--- config.mk ---
export PLATFORM = sky130hd
export DESIGN_NAME = regfile_sweep
export DESIGN_NICKNAME = d
export VERILOG_FILES = /design/src/rtl/regfile_sweep.sv
export SDC_FILE = /design/constraint.sdc
export NUM_CORES = 1
export LEC_CHECK = 0
export CORE_UTILIZATION = 40
export CTS_CLUSTER_DIAMETER = 80
export DETAILED_ROUTE_END_ITERATION = 7
export SLEW_MARGIN = 20
export SYNTH_ARGS = -nofsm -noshare
export SYNTH_HDL_FRONTEND = slang
export SYNTH_SLANG_ARGS = --single-unit
--- constraint.sdc ---
create_clock -name Clk -period 5.6 [get_ports Clk]
set_input_delay 1.12 -clock Clk [delete_from_list [all_inputs] [get_ports Clk]]
set_output_delay 1.12 -clock Clk [all_outputs]
set_load 0.02 [all_outputs]
--- src/rtl/regfile_sweep.sv ---
// regfile_sweep: 32-entry register file, two comb reads, one clocked write.
// Reset clears the array by sweeping one register per cycle; Ready gates use.
//
// Ports:
//   Clk, Reset            clock and synchronous active-high reset
//   WriteData/Register    write data and address, qualified by RegWrite
//   ReadRegister1/2       read addresses
//   ReadData1/2           combinational read data (zero while not Ready)
//   Ready                 array cleared, writes accepted
//   WriteDropped          one-cycle pulse: write requested during the sweep
module regfile_sweep #(
  parameter int WIDTH  = 32,
  parameter bit BYPASS = 1'b0
) (
  input  logic             Clk,
  input  logic             Reset,
  input  logic [WIDTH-1:0] WriteData,
  input  logic [4:0]       WriteRegister,
  input  logic             RegWrite,
  input  logic [4:0]       ReadRegister1,
  input  logic [4:0]       ReadRegister2,
  output logic [WIDTH-1:0] ReadData1,
  output logic [WIDTH-1:0] ReadData2,
  output logic             Ready,
  output logic             WriteDropped
);

  localparam logic [0:0] CLEAR = 1'b0;
  localparam logic [0:0] RUN   = 1'b1;

  logic [0:0]       state;
  logic [4:0]       idx;
  logic [WIDTH-1:0] regs [32];

  // Entry 0 is never written; reads of address 0 are forced to zero.
  always_ff @(posedge Clk) begin
    if (Reset) begin
      state        <= CLEAR;
      idx          <= 5'd1;
      Ready        <= 1'b0;
      WriteDropped <= 1'b0;
    end else begin
      unique case (state)
        CLEAR: begin
          regs[idx]    <= '0;
          WriteDropped <= RegWrite;
          if (idx == 5'd31) begin
            state <= RUN;
            Ready <= 1'b1;
          end else begin
            idx <= idx + 5'd1;
          end
        end
        RUN: begin
          WriteDropped <= 1'b0;
          if (RegWrite && WriteRegister != 5'd0)
            regs[WriteRegister] <= WriteData;
        end
        default: begin
          state        <= CLEAR;
          idx          <= 5'd1;
          Ready        <= 1'b0;
          WriteDropped <= 1'b0;
        end
      endcase
    end
  end

  logic wr_live;
  assign wr_live = Ready && RegWrite && (WriteRegister != 5'd0);

  always_comb begin
    ReadData1 = '0;
    if (Ready && ReadRegister1 != 5'd0) begin
      if (BYPASS && wr_live && WriteRegister == ReadRegister1)
        ReadData1 = WriteData;
      else
        ReadData1 = regs[ReadRegister1];
    end
  end

  always_comb begin
    ReadData2 = '0;
    if (Ready && ReadRegister2 != 5'd0) begin
      if (BYPASS && wr_live && WriteRegister == ReadRegister2)
        ReadData2 = WriteData;
      else
        ReadData2 = regs[ReadRegister2];
    end
  end

endmodule

==> results.toml <==
[synthesis]
synth_edf_count = 1024
synth_top_flop_cell = "edfxtp_1"
seq_area_frac_synth_pct = 63.93
synth-compound-area-share_pct = 3.716
yosys-top-cells-area = "edfxtp_1, mux4_2, mux2i_1, mux2_2, a22oi_1"
synth.top_cells.by_count = "edfxtp_1, mux4_2, mux2i_1, clkbuf_1, buf_2"
yosys.area_share.adder_pct = 0.05175
avgSynthCellArea_um2 = 19.34
synth.mux.area_fraction_pct = 27.24
synth_xor_area_share_pct = 0.05434
yosysWarnings = 0
syn-num-nets = 2552
synth_cell_types = 51
synth_top_area_share_pct = 63.59
synth_area_mm2 = 0.04835
async_flop_share_pct = 0
yosys.area_share.simple_pct = 2.709
yosysMostFrequentCell = "edfxtp_1"
synth_top_family_by_area = "multiplexers"
synth_top_cell_by_area = "edfxtp_1"
synthCells = 2500
ys_ff_latch = 1032

[setup_path]
cpMostUsedCell = "clkdlybuf4s50_1"
cp_cell_sequence = "clkdlybuf4s50_1 > nand3b_1 > buf_4 > o221ai_1 > clkdlybuf4s50_1"
crit_arrival_ns = 4.29
slowest_stage = "clkdlybuf4s50_1"
crit_family = "buffers and inverters"
cp.required_ns = 4.48
cp_num_buf_inv = 3
worst-path-max-fanout = 16
critPathMaxStageDelay_ns = 0.72
worst_setup_path_start_kind = "input port"
setup.worst_path.end_class = "primary output"
critPathKind = "in -> out"

[final_layout]
diodes = 0
final_cell_count_no_fill = 4390
areaGrowthSynthToFinish_pct = 15.53
num-fill-cells = 9937
drive_gt1_share_pct = 31.79
nNetsFinal = 2739

[timing]
final.min_clock_period_ns = 5.413
period_share_pct = 96.65
tns_ns = 0
whs_ns = 0.5498
worst_slew_pin_slew_ns = 1.284
grt_setup_unrepaired = "false"
relSlewSlack_pct = 14.24
clock.fmax_mhz = 184.8
finClkSkew_ns = 0.02090
setup_viol = 0
finalHoldViolCount = 0
drv_slew = 0

[detailed_routing]
drc = 0
post_drt_wl_per_cell_um = 35.85
dr.pass1.iters = 6
wirelength_um = 157400
via_per_inst = 6.518
vias = 28612
first_iter_violations = 3822
drtAntennaViolNets = 0

[placement]
hpwl_um = 96750
routabilityCongestion = 0.8576
placement.io_buffers = 115
place_inst = 4188

[cts]
root_buffer = "clkbuf_16"
clock_path_buffers = 3
cts_tree = "built"
postCtsSetupRepairBufs = 0
insertion_delay_ns = 0.70
cts_htree_levels = 3
hold_buffers = 0
post_cts_resized = 0
clock-sinks = 1032
cts.clk_slew.worst_paths_ns = 0.06
numCtsBuffers = 108

[floorplan]
pin_count = 116
dieArea_mm2 = 0.1223
die_y_um = 349.7
fp-row-count = 127
die_w_um = 349.7
coreArea_mm2 = 0.1200
start_util_pct = 40.30

[hold_path]
min_path_type = "reg -> reg"

[grt]
grt_max_degree = 61
antenna_found_initial = 2
grt_usage_pct = 25.70
grt.overflow.total = 0
grt_pass1_wl_um = 219600
grt_pass1_vias = 28740

[power_and_ir_drop]
cellLeakagePower_uw = 0.01644
peakVddDrop_mv = 0.2628
finalPower_uw = 16810
p_per_area_mw_per_mm2 = 300.9

[run]
maxCapViolations = 0

[outcome]
status = "completed"
final cells by class:
class	count	area (um^2)	share of cell area [%]
repair buffers	273	2776	4.970
clock buffers	128	2820	5.048
multi-input cells	1266	16570	29.67
clock inverters	73	742.0	1.328
flip-flops and latches	1032	30910	55.33
well taps	1612	2017	3.611
inverters	6	22.52	0.04032
worst register-to-register path: stages, from the launching register on:
cell      delay, ns
dfxtp_1        0.48
nand3b_1       0.26
a21oi_2        0.48
buf_4          0.37
and2_1         0.91
registers in the layout, indices dropped and copies added (netlist names):
| register | flops |
|---|---|
| regs | 1024 |
| idx | 5 |
| Ready | 1 |
| WriteDropped | 1 |
| state | 1 |
through the flow:
step	setup WS, ns	utilization, %	instance area [um^2]
6_report	0.1875	46.56	55860
2_1_floorplan	0.7483	-	48350
4_1_cts	0.3138	46.54	55840
3_3_place_gp	0.3386	43.57	52280
5_1_grt	0.2129	46.56	55860
3_5_place_dp	0.3277	43.57	52280
placed cells by master (no fill, tap or decap), types with 39 or more instances in the layout:
master           Yosys  layout
edfxtp_1          1024    1024
mux4_2             436     436
mux2i_1            291     291
buf_4               35     139
clkbuf_16            0     110
clkdlybuf4s50_1      0      88
a22oi_1             55      55
nand2_1             52      52
nand3_1             41      40
mux2_2              39      39
power by group:
part	internal, uW	total, uW	switching (uW)	leakage [uW]
logic	451	1050	600	0.00668
clock network	4230	7280	3050	0.00173
registers	8450	8480	35.0	0.00803
total	13100	16800	3680	0.0164
metal layers:
layer  up-vias  wire, um  global-route usage, %
met5         -        19                      0
met4         2      4255                  7.026
met3       257     18090                  6.857
met2      1843     71090                  38.60
met1     15396     63910                  36.92
li1      11114         -                      -
path summary, 6_finish.rpt:
kind / slack (ns) / start / cells after the start / to
worst max register to register: 2.73 / state / 4 / regs[27][15]
worst min-delay path: 0.55 / idx[1] / 2 / idx[1]
worst min register to register: 0.55 / idx[1] / 2 / idx[1]
worst max-delay path: 0.19 / ReadRegister2[4] / 5 / ReadData2[8]
cell families after synthesis:
family / after synthesis
AOI/OAI and AO/OA: 243
xor gates and xnor gates: 3
adders and majority gates: 2
buffers and inverters: 202
DFF: 1032
muxes: 766
and+or+nand+nor: 252
Note: power is estimated with default switching activity, not from simulation.
